**src/rtl/layer_out_packer_pkg.sv**
```systemverilog
// Shared definitions for the conv-layer output packer.
// Latency: n/a (constants, types and helpers only).
// Backpressure: n/a.
package layer_out_packer_pkg;

    // Packer FSM encoding.
    typedef enum logic [1:0] {
        IDLE = 2'd0,
        PACK = 2'd1,
        DONE = 2'd2
    } state_t;

    localparam int NUM_BANKS = 16;   // banks in the next layer's parsing buffer
    localparam int DATA_W    = 128;  // one buffer word = 4 pixels x 4 channels x 8 bits
    localparam int PIX_W     = 32;   // one pixel = 4 channels x 8 bits

    // Four pixels share one buffer word, so a row of IMG_W pixels spans IMG_W/4 words.
    function automatic int wordsPerRow(input int imgW);
        return imgW / 4;
    endfunction

endpackage

```
**src/rtl/layer_out_addr_gen.sv**
```systemverilog
// Raster tracker for the packer: pixel-in-word, word column and row counters.
// Latency: combinational outputs from the current counter state; counters step on adv.
// Backpressure: none; advances only on accepted pixels, restarts on clr.
//
// Ports:
//   clk, rstn     clock, synchronous active-low reset
//   clr           restart the raster at pixel 0 / word 0 / row 0
//   adv           one pixel accepted this cycle
//   px            pixel index within the word being filled (0..3)
//   wordEnd       adv on the 4th pixel of a word (word is complete)
//   lastWord      counters sit on the final word of the frame
//   bankOh        one-hot bank for the current row (row mod BANKS)
//   addr          write address of the current word within its bank
module layer_out_addr_gen
    import layer_out_packer_pkg::*;
#(
    parameter int IMG_W  = 128,
    parameter int IMG_H  = 128,
    parameter int BANKS  = NUM_BANKS,
    parameter int ADDR_W = 9
) (
    input  logic              clk,
    input  logic              rstn,
    input  logic              clr,
    input  logic              adv,
    output logic [1:0]        px,
    output logic              wordEnd,
    output logic              lastWord,
    output logic [BANKS-1:0]  bankOh,
    output logic [ADDR_W-1:0] addr
);

    localparam int WPR    = wordsPerRow(IMG_W);
    localparam int WCOL_W = (WPR > 1) ? $clog2(WPR) : 1;
    localparam int ROW_W  = (IMG_H > 1) ? $clog2(IMG_H) : 1;

    localparam logic [WCOL_W-1:0] WCOL_LAST = WCOL_W'(WPR - 1);
    localparam logic [ROW_W-1:0]  ROW_LAST  = ROW_W'(IMG_H - 1);

    logic [WCOL_W-1:0] wcol;
    logic [ROW_W-1:0]  row;

    always_ff @(posedge clk) begin
        if (!rstn || clr) begin
            px   <= 2'd0;
            wcol <= '0;
            row  <= '0;
        end else if (adv) begin
            px <= px + 2'd1;
            if (px == 2'd3) begin
                if (wcol == WCOL_LAST) begin
                    wcol <= '0;
                    row  <= (row == ROW_LAST) ? '0 : row + ROW_W'(1);
                end else begin
                    wcol <= wcol + WCOL_W'(1);
                end
            end
        end
    end

    assign wordEnd  = adv && (px == 2'd3);
    assign lastWord = (wcol == WCOL_LAST) && (row == ROW_LAST);

    // Rows interleave across banks; each bank holds IMG_H/BANKS rows of WPR words.
    assign bankOh = BANKS'(1) << (32'(row) % BANKS);
    assign addr   = ADDR_W'((32'(row) / BANKS) * WPR + 32'(wcol));

endmodule

```
**src/rtl/layer_out_packer.sv**
```systemverilog
// Packs the conv layer's per-pixel 4x8-bit stream into 128-bit words and writes them to the banked buffer.
// Latency: 1 cycle from the 4th pixel of a word to its write strobe.
// Backpressure: none; accepts i_vld every cycle while in PACK, drops pixels elsewhere.
//
// Ports:
//   clk, rstn                  clock, synchronous active-low reset
//   iStart                     one-cycle pulse arming capture of a frame (honoured in IDLE only)
//   i_vld, i_ch0..i_ch3        pixel valid and its four 8-bit channels
//   o_ena, o_wea               one-hot bank enable / write enable, high one cycle per word
//   o_addra, o_dia             word address within the bank and packed data (held between writes)
//   o_busy                     high while capturing a frame
//   o_done                     one-cycle pulse after the frame's last word is written
//   o_err                      sticky protocol error, only with LAYER_OUT_PACKER_ERR_EN defined
//
// Optional feature macro: LAYER_OUT_PACKER_ERR_EN
module layer_out_packer
    import layer_out_packer_pkg::*;
#(
    parameter int IMG_W  = 128,
    parameter int IMG_H  = 128,
    parameter int BANKS  = NUM_BANKS,
    parameter int ADDR_W = 9
) (
    input  logic              clk,
    input  logic              rstn,
    input  logic              iStart,
    input  logic              i_vld,
    input  logic [7:0]        i_ch0,
    input  logic [7:0]        i_ch1,
    input  logic [7:0]        i_ch2,
    input  logic [7:0]        i_ch3,
    output logic [BANKS-1:0]  o_ena,
    output logic [ADDR_W-1:0] o_addra,
    output logic [BANKS-1:0]  o_wea,
    output logic [DATA_W-1:0] o_dia,
    output logic              o_busy,
`ifdef LAYER_OUT_PACKER_ERR_EN
    output logic              o_done,
    output logic              o_err
`else
    output logic              o_done
`endif
);

    state_t              state;
    // Only lanes 0..2 are stored; the 4th pixel goes straight into o_dia.
    logic [3*PIX_W-1:0]  packReg;
    // Final word has been issued; wait for its strobe cycle, then finish.
    logic                lastPending;

    logic [PIX_W-1:0]    pixIn;
    logic                startAcc;
    logic                accept;

    logic [1:0]          px;
    logic                wordEnd;
    logic                lastWord;
    logic [BANKS-1:0]    bankOh;
    logic [ADDR_W-1:0]   addr;

    assign pixIn    = {i_ch3, i_ch2, i_ch1, i_ch0};
    assign startAcc = (state == IDLE) && iStart;
    // Pixels arriving after the frame's last word are not part of this frame.
    assign accept   = (state == PACK) && i_vld && !lastPending;

    layer_out_addr_gen #(
        .IMG_W  (IMG_W),
        .IMG_H  (IMG_H),
        .BANKS  (BANKS),
        .ADDR_W (ADDR_W)
    ) u_addr_gen (
        .clk      (clk),
        .rstn     (rstn),
        .clr      (startAcc),
        .adv      (accept),
        .px       (px),
        .wordEnd  (wordEnd),
        .lastWord (lastWord),
        .bankOh   (bankOh),
        .addr     (addr)
    );

    always_ff @(posedge clk) begin
        if (!rstn) begin
            state       <= IDLE;
            packReg     <= '0;
            lastPending <= 1'b0;
            o_ena       <= '0;
            o_wea       <= '0;
            o_addra     <= '0;
            o_dia       <= '0;
            o_busy      <= 1'b0;
            o_done      <= 1'b0;
`ifdef LAYER_OUT_PACKER_ERR_EN
            o_err       <= 1'b0;
`endif
        end else begin
            o_ena  <= '0;
            o_wea  <= '0;
            o_done <= 1'b0;

            if (accept) begin
                case (px)
                    2'd0:    packReg[31:0]  <= pixIn;
                    2'd1:    packReg[63:32] <= pixIn;
                    2'd2:    packReg[95:64] <= pixIn;
                    default: ;
                endcase
            end

            // Filling of the next word continues while this one is on the bus.
            if (wordEnd) begin
                o_dia   <= {pixIn, packReg};
                o_addra <= addr;
                o_ena   <= bankOh;
                o_wea   <= bankOh;
                if (lastWord) begin
                    lastPending <= 1'b1;
                end
            end

            case (state)
                IDLE: begin
                    if (iStart) begin
                        state       <= PACK;
                        o_busy      <= 1'b1;
                        lastPending <= 1'b0;
                    end
                end
                PACK: begin
                    // Leave on the cycle the final strobe is on the bus, so o_done trails it by one.
                    if (lastPending) begin
                        state       <= DONE;
                        o_busy      <= 1'b0;
                        o_done      <= 1'b1;
                        lastPending <= 1'b0;
                    end
                end
                DONE: begin
                    state <= IDLE;
                end
                default: begin
                    state  <= IDLE;
                    o_busy <= 1'b0;
                end
            endcase

`ifdef LAYER_OUT_PACKER_ERR_EN
            if (startAcc) begin
                o_err <= 1'b0;
            end else if ((i_vld && (state != PACK)) || (iStart && (state == PACK))) begin
                o_err <= 1'b1;
            end
`endif
        end
    end

endmodule

```
**config.mk**
```make
export PLATFORM = sky130hd
export DESIGN_NAME = layer_out_packer
export DESIGN_NICKNAME = d
export VERILOG_FILES = /design/src/rtl/layer_out_packer_pkg.sv /design/src/rtl/layer_out_addr_gen.sv /design/src/rtl/layer_out_packer.sv
export SDC_FILE = /design/constraint.sdc
export NUM_CORES = 1
export LEC_CHECK = 0
export CORE_UTILIZATION = 50
export CTS_BUF_LIST = sky130_fd_sc_hd__clkbuf_8
export CTS_CLUSTER_SIZE = 8
export DETAILED_ROUTE_END_ITERATION = 6
export GPL_ROUTABILITY_DRIVEN = 0
export PLACE_DENSITY = 0.78
export SLEW_MARGIN = 0
export SYNTH_ARGS = -nofsm -noshare
export SYNTH_HDL_FRONTEND = slang
export SYNTH_SLANG_ARGS = --single-unit
```
**constraint.sdc**
```tcl
create_clock -name clk -period 4.7 [get_ports clk]
set_input_delay 1.175 -clock clk [delete_from_list [all_inputs] [get_ports clk]]
set_output_delay 1.175 -clock clk [all_outputs]
set_load 0.01 [all_outputs]
```
Word-level counts from Yosys, hierarchy flattened
Cells that the tools add are included.
- add/subtract/negate cells: 4
- bitwise operators: 1
- equal/unequal tests: 9
- reductions and logical operators: 19
- shifts and indexed selects: 1
- multiplexer cells: 14
- operator list (cell ; count):
    left shift 1 x 4 -> 16 bit (first input constant) ; 1
    AND reduction 2 bit ; 7
    adder 8 x 5 -> 9 bit ; 1
    adder 7 x 1 -> 7 bit (second input constant) ; 1
    == test 7 bit (second input constant) ; 1
    two-way mux 1 bit ; 7
    two-way mux 7 bit ; 1
    == test 2 bit (second input constant) ; 3
    AND reduction 3 bit ; 2
    adder 5 x 1 -> 5 bit (second input constant) ; 1
    == test 5 bit (second input constant) ; 1
    logical AND 1 bit ; 5
    two-way mux 5 bit ; 1
    == test 2 x 1 -> 1 bit (second input constant) ; 2
    logical NOT 2 bit ; 2
    two-way mux 2 bit ; 2
    inequality test 2 bit (second input constant) ; 2
    one-hot mux 2 bit (2 select lines) ; 1
    one-hot mux 1 bit (3 select lines) ; 1
    adder 2 x 1 -> 2 bit (second input constant) ; 1
    logical NOT 1 bit ; 2
    one-hot mux 1 bit (2 select lines) ; 1
    logical OR 1 bit ; 1
    inverter 1 bit ; 1
- bits in registers: 268
- output and inout bits: 171
- logic and storage cells: 61

Longest topological paths before layout
Gate-level depths: netlist of the first run.
- depth after elaboration: 7
- gate-level depth with buffers: 8
- gate-level depth less buffers: 7

By module
A second synthesis of the first run with hierarchy kept.
- cells, all modules: 973
- area total of the unflattened synthesis: 10339.9 um^2
- by module, submodules not included (module ; area each (um^2) ; seq. area each (um^2) ; times used ; cells an instance):
    layer_out_packer ; 9457.8 ; 5084.9 ; 1 ; 865
    layer_out_addr_gen ; 882.1 ; 280.3 ; 1 ; 108

Worst setup path before layout of the first run
OpenSTA, ideal clock, no wires.
- kind: input port to flip-flop
- start: in i_vld
- end: reg u_addr_gen.row[5]
- path slack: 2330 ps
- data arrival time: 2239 ps
- setup time: 131 ps
- stages on the path: 6
- data required time: 4569 ps
- path through: nor4bb_1 buf_2 buf_4 nand3_1 o21bai_1 o21ai_0
- cells in the longest elaborated chain, start to end: 3
- ends and longest elaborated chain (item ; RTL line ; RTL):
    from (decl) ; layer_out_packer.sv:27 ; input logic i_vld,
    logical AND 1 bit (2 in series) ; layer_out_packer.sv:64 ; assign accept = (state == PACK) && i_vld && !lastPending;
    AND reduction 3 bit (no source line) ; - ;
    to (signal assigned) ; layer_out_addr_gen.sv:53 ; row <= (row == ROW_LAST) ? '0 : row + ROW_W'(1);
    to (decl) ; layer_out_addr_gen.sv:41 ; logic [ROW_W-1:0] row;
Every way passes these cells.
A chain may end at the register's enable or synchronous reset.

Final worst setup path of the first run
- start: in i_vld
- end: reg o_dia[5]
- cells in the longest elaborated chain, start to end: 3
- ends and longest elaborated chain (item ; RTL line ; RTL):
    logical AND 1 bit (2 in series) ; layer_out_packer.sv:64 ;
    logical AND 1 bit ; layer_out_addr_gen.sv:61 ; assign wordEnd = adv && (px == 2'd3);
    to (signal assigned) ; layer_out_packer.sv:113 ; o_dia <= {pixIn, packReg};
    to (decl) ; layer_out_packer.sv:35 ; output logic [DATA_W-1:0] o_dia,
Every way passes these cells.

==> summary.md, run 1 <==
| Metric | Value |
|---|---|
| Status | completed |
| Leakage | roughly 0.0044 µW |
| YS warnings | 0 |
| Synth Cell Area | 10200 µm² |
| Sw power | 944 µW |
| GR Util All Layers | 0.243 |
| DIE AREA | about 21000 µm² |
| Row Count | about 50 |
| Post-synth EDFFs | 0 |
| Final setup violating endpoints | 0 |
| Detailed Route Iter0 Violations | between 500 and 600 |
| Initial Util | 0.515 |
| RSZ-0062 raised after global routing | no |
| Setup TNS | 0 ns |
| Crit Reg-Reg Endpoint | o_dia[5]$_SDFFE_PN0N_ |
| Max cap viols | 0 |
| Vias per cell | 5.08 |
| Maximum clock rate | 0.302 GHz |
| CP arrival | 3.74 ns |
| Setup Buffers After CTS | 0 |
| R2R depth | 5 |
| Min cycle time layout | between 3 and 4 ns |
| Min-Delay Path Class | reg -> reg |
| Area post-placement | 12100 µm² |
| Crit Path Class | in -> reg |
| Die height | 145 µm |
| Register share of total power | 0.536 |
| Cts hold-fix bufs | 0 |
| Reg-to-reg slack, setup | 2.09 ns |
| Maximum root-to-sink buffer count | 3 |
| Max_slew headroom | 0.375 |
| Post-synth net total | 1233 |
| Clock Skew | 0.0192 ns |
| Final WL | roughly 25 mm |
| Worst setup margin | 1.39 ns |
| Synth Instances | 1185 |
| Switching Fraction | 0.221 |
| Final Max Tran Viols | 0 |
| CTS tree | built |
| Die X | 145 µm |
| Highest-count cells in the layout ignoring fill and taps | nand2_1 (476), dfxtp_1 (267), clkdlybuf4s50_1 (204) |
| Syn Area/Cell | 8.57 µm² |
| Later-pin clock latency in the skew report | 0.53 ns |
| Worst Hold Depth | 2 |
| GR Overflow Total | 0 |
| Area grow syn2layout | 26.7% |
| Fin. Hold Viols | 0 |
| Drc violations | 0 |
| H-Tree Depth | 2 |
| Commonest non-fill, non-tap cell in the layout | nand2_1 |
| Logic pwr share | 0.037 |
| Largest net degree at the start of global routing | approximately 130 |
| CTS Buf Count | 43 |
| First-pass GRT wire length | 39.9 mm |
| Startpoint types | input pin |
| PortBufs | 205 |
| Ant. Diodes | 0 |
| Post-DP HPWL | 16.0 mm |
| PwrDens | between 300 and 400 nW/µm² |
| Post-synthesis cell type count | 40 |
| Vias | about 8300 |
| Post-place setup slack | between 0.9 and 1 ns |
| Number of nets at the end of the flow | 1392 |
| Sequential share of the synthesized area | 0.526 |
| Core box area | between 15000 and 20000 µm² |
| Yosys reg bits | ~270 |
| Root Driver | clkbuf_8 |
| Proportion of power drawn by the clock network | 0.427 |
| Vias in the first global route | between 7000 and 8000 |
| Main synth FF type | dfxtp_1 |
| Worst-path clk slew | 0.06 ns |
| Asr flop ratio synth | 0 |
| Worst path required time | 5.13 ns |
| Design Area, Final | around 13000 µm² |
| Ports | around 210 |
| Pint | 3320 µW |
| Max IR drop VDD | 195 µV |
| Post-DRT Antenna Nets | 0 |
| Post-cts sizing count | 0 |
| Period utilisation layout | 0.704 |
| Crit end category | flip-flop |
| Min-delay src | packReg[31]$_SDFFE_PN0P_ |
| Antenna violations before repair | 1 |
| Wire per inst | between 15 and 20 µm |
| WHS Endpoint | o_dia[31]$_SDFFE_PN0N_ |
| Final hold slack | 0.446 ns |
| Drt first pass iters | 5 |
| Worst-margin pin slew | 0.937 ns |
| Sink Count | 267 |
| Critical Path Fanout Max | 128 |
| Layout cells sized above 1 | 0.0517 |
| Worst flop-to-flop path startpoint | state[1]$_SDFFE_PN0P_ |
-- critical path, stage by stage --
cell and delay [ns]:
clkdlybuf4s50_1 0.46, nor4bb_2 0.75, and2_4 0.43, buf_12 0.42, nand2_1 0.15, a21boi_0 0.19
-- cells in the mapped netlist (all sizes together) (4+ instances only) --
| cell | number | area, µm² |
|---|---|---|
| nand2b | 4 | 25.0 |
| a21boi | 232 | 1740 |
| dfxtp | 267 | 5350 |
| inv | 8 | 30.0 |
| nor2 | 20 | 75.1 |
| a21oi | 8 | 40.0 |
| ha | 12 | 150 |
| and4 | 4 | 35.0 |
| clkbuf | 44 | 165 |
| buf | 59 | 414 |
| nand3 | 6 | 45.0 |
| and2 | 5 | 31.3 |
| nor3 | 5 | 25.0 |
| nand2 | 477 | 1790 |
| o21ai | 7 | 35.0 |
-- registers in the layout (all words and copies together) (netlist names) --
| name | cells |
|---|---|
| o_done | 1 |
| o_wea | 16 |
| lastPending | 1 |
| u_addr_gen.row | 7 |
| o_dia | 128 |
| o_addra | 8 |
| u_addr_gen.px | 2 |
| state | 2 |
| o_busy | 1 |
| packReg | 96 |
| u_addr_gen.wcol | 5 |
-- cells by family (layout without fill, tap and decap cells) --
family                   after synthesis  in the layout  synth area share
AND/OR/NAND/NOR                      536            536             0.211
multiplexers                           1              1          0.000986
flip-flops                           267            267             0.526
other                                  1              1          0.000369
adder cells (fa/ha/maj)               12             12            0.0148
XOR/XNOR                               5              5           0.00431
buffers and inverters                111            299            0.0600
AO/OA/AOI/OAI                        252            252             0.183
-- area by class of cell --
type | count | area [µm²]
Clock buffer | 51 | 702
Fill cell | 1650 | 6850
Timing Repair Buffer | 217 | 2160
Sequential cell | 267 | 5350
Inverter | 8 | 30.0
Clock inverter | 23 | 87.6
Multi-Input combinational cell | 807 | 4220
Tap cell | 265 | 332
-- through the flow --
step	power, µW	std cells	utilization
after floorplan	2420	1185	-
after global placement	2490	1564	0.613
after detailed placement	2490	1564	0.613
after CTS	4310	1638	0.653
after global routing	4430	1638	0.653
final	4270	1638	0.653
-- power groups by stage --
stage | Combinational [µW] | Sequential, µW | Clock [µW]
floorplan | 81.6 | 2330 | 0
global placement | 156 | 2340 | 0
detailed placement | 156 | 2340 | 0
CTS | 157 | 2290 | 1860
global route | 168 | 2290 | 1970
finish | 157 | 2290 | 1820
-- worst max path at each step --
stage                from                              end  slack (ns)  cells past startpoint
floorplan           i_vld   u_addr_gen.row[5]$_SDFFE_PP0P_        2.33                      6
global placement    i_vld  u_addr_gen.wcol[3]$_SDFFE_PP0N_        0.97                      6
detailed placement  i_vld           o_dia[93]$_SDFFE_PN0N_        0.94                      6
CTS                 i_vld           o_dia[86]$_SDFFE_PN0N_        1.47                      6
global route        i_vld           o_dia[75]$_SDFFE_PN0N_        1.20                      6
finish              i_vld            o_dia[5]$_SDFFE_PN0N_        1.39                      6
-- layer usage --
| metal | global-route usage | part of all wire | up-vias | routed length, µm |
|---|---|---|---|---|
| met1 | 0.298 | 0.43 | 3914 | 10700 |
| li1 | - | - | 4119 | - |
| met2 | 0.419 | 0.48 | 250 | 12100 |
| met3 | 0.0632 | 0.072 | 42 | 1820 |
| met4 | 0.0687 | 0.020 | 2 | 503 |
| met5 | 0 | 0.00052 | - | 13 |
No activity file was read; power rests on OpenSTA's default activity.
==> run 2: changes to the inputs <==
Clock period 4.7 ns to 3.1 ns, I/O delays scaled along.
==> run 2 against run 1 <==
  * Clock skew decreased by 0.0015 ns
  * Final area up 0.97%
  * Combinational power rose by 55%
  * First-iteration DRC count decreased by 24%
  * Global-route usage down 0.39 points
  * Via count down 0.46%
  * Register-to-register slack got worse by 1.2 ns
  * Largest power group unchanged
==> summary.md, run 2 (synthesis gave the netlist of run 1 again) <==
| Metric | Value |
|---|---|
| Vias | 8289 |
| Final setup violating endpoints | 0 |
| CP cell instances | clkdlybuf4s50_1, nor4bb_2, buf_12, and2_4, buf_12, nand2_1, a21boi_0 |
| Min-Delay Path Class | reg -> reg |
| Worst-path clk slew | approximately 0.06 ns |
| Wire per inst | 15.1 µm |
| Maximum clock rate | 0.437 GHz |
| First-pass GRT wire length | a little under 40 mm |
| Die height | 145 µm |
| Post-DRT Antenna Nets | 0 |
| Worst-margin pin slew | 0.958 ns |
| Fill count | 1668 |
| Setup Buffers After CTS | 0 |
| Final Max Tran Viols | 0 |
| RSZ-0062 raised after global routing | no |
| Worst path required time | 3.53 ns |
| Vias in the first global route | 7703 |
| Die X | 145 µm |
| CTS tree | built |
| Antenna violations before repair | 0 |
| Period utilisation layout | 0.738 |
| Root Driver | clkbuf_8 |
| GR Overflow Total | 0 |
| Max reg flops | 128 |
| Final WL | 24.9 mm |
| Final hold slack | approximately 0.45 ns |
| Ports | 207 |
| Fin. Hold Viols | 0 |
| Number of nets at the end of the flow | 1397 |
| Max IR drop VDD | ~280 µV |
| Leakage | about 0.0044 µW |
| Highest-count cells in the layout ignoring fill and taps | nand2_1 (476), dfxtp_1 (267), clkdlybuf4s50_1 (204) |
| Most flop-heavy register | o_dia |
| Slowest stage delay, CP | about 0.46 ns |
| Ant. Diodes | 0 |
| Post-DP HPWL | 16.0 mm |
| Layout cells sized above 1 | 0.0566 |
| Post-cts sizing count | 0 |
| Largest net degree at the start of global routing | 91 |
| Top flop regs | o_dia: 128 flops, packReg: 96 flops, o_wea: 16 flops |
| Reg-to-reg slack, setup | 0.89 ns |
| GR Util All Layers | 0.239 |
| Cts hold-fix bufs | 0 |
| Max cap viols | 0 |
| Initial Util | 0.515 |
| Commonest non-fill, non-tap cell in the layout | nand2_1 |
| Status | completed |
| Drt first pass iters | 5 |
| Setup TNS | 0 ns |
| Startpoint types | input pin |
| CP arrival | 2.72 ns |
| Area grow syn2layout | 27.9% |
| Drc violations | 0 |
| PwrDens | 505 nW/µm² |
| DIE AREA | 20900 µm² |
| Clock Skew | 0.0177 ns |
| Crit Path Class | in -> reg |
| Worst path most repeated cell | buf_12 |
| Row Count | 51 |
| Crit end category | flip-flop |
| Critical Path Fanout Max | between 40 and 50 |
| Min cycle time layout | 2.29 ns |
| Core box area | 19700 µm² |
| PortBufs | 205 |
| Detailed Route Iter0 Violations | 456 |
| Later-pin clock latency in the skew report | 0.54 ns |
| H-Tree Depth | 2 |
| CTS Buf Count | 43 |
| Maximum root-to-sink buffer count | 3 |
| Slowest-stage cell, CP | clkdlybuf4s50_1 |
| Sink Count | 267 |
| Vias per cell | 5.05 |
| Max_slew headroom | 0.361 |
==> run 2: changes by cell type in the layout (fill, tap and decap cells not counted), sizes merged <==
cell,previous run,this run
buf,13,18
inv,30,27
clkinv,1,0
clkbuf,51,54
==> run 2: metrics by stage <==
stage	instances	worst slack, ns	utilization	total power, µW	instance area (µm²)
3_3_place_gp	1569	0.380	0.618	3780	12200
6_report	1642	0.811	0.659	6560	13000
2_1_floorplan	1185	1.13	-	3660	10200
3_5_place_dp	1569	0.283	0.618	3790	12200
5_1_grt	1642	0.662	0.659	6820	13000
4_1_cts	1642	0.822	0.659	6630	13000
==> run 2: final cells by class <==
type	count	area, µm²	share of cell area
multi-input cells	807	4220	0.325
flip-flops and latches	267	5350	0.411
well taps	265	332	0.0255
clock buffers	54	743	0.0572
repair buffers	222	2260	0.174
clock inverters	19	71.3	0.00549
inverters	8	30.0	0.00231
==> run 2: layer usage <==
layer | global-route usage | wire [µm]
met5 | 0 | 0
met4 | 0.0859 | 658
met3 | 0.0520 | 1730
met2 | 0.411 | 12000
met1 | 0.294 | 10500
==> run 2: worst paths after layout <==
check / start / cells after the start / end
max: i_vld / 7 / o_dia[112]$_SDFFE_PN0N_
min: packReg[64]$_SDFFE_PN0P_ / 2 / o_dia[64]$_SDFFE_PN0N_
max reg2reg: u_addr_gen.wcol[0]$_SDFFE_PP0N_ / 7 / u_addr_gen.row[5]$_SDFFE_PP0P_
min reg2reg: packReg[64]$_SDFFE_PN0P_ / 2 / o_dia[64]$_SDFFE_PN0N_
==> run 2: where the power goes <==
| group | switching [µW] | internal [µW] | total [µW] |
|---|---|---|---|
| Sequential | 11.8 | 3460 | 3470 |
| Clock | 1300 | 1550 | 2850 |
| Combinational | 133 | 110 | 243 |
| Total | 1450 | 5110 | 6560 |
==> run 2: critical path: cells and delay by family <==
family,cells,cell delay [ns]
compound gates,1,0.21
buf+inv,3,0.92
simple gates,3,0.80
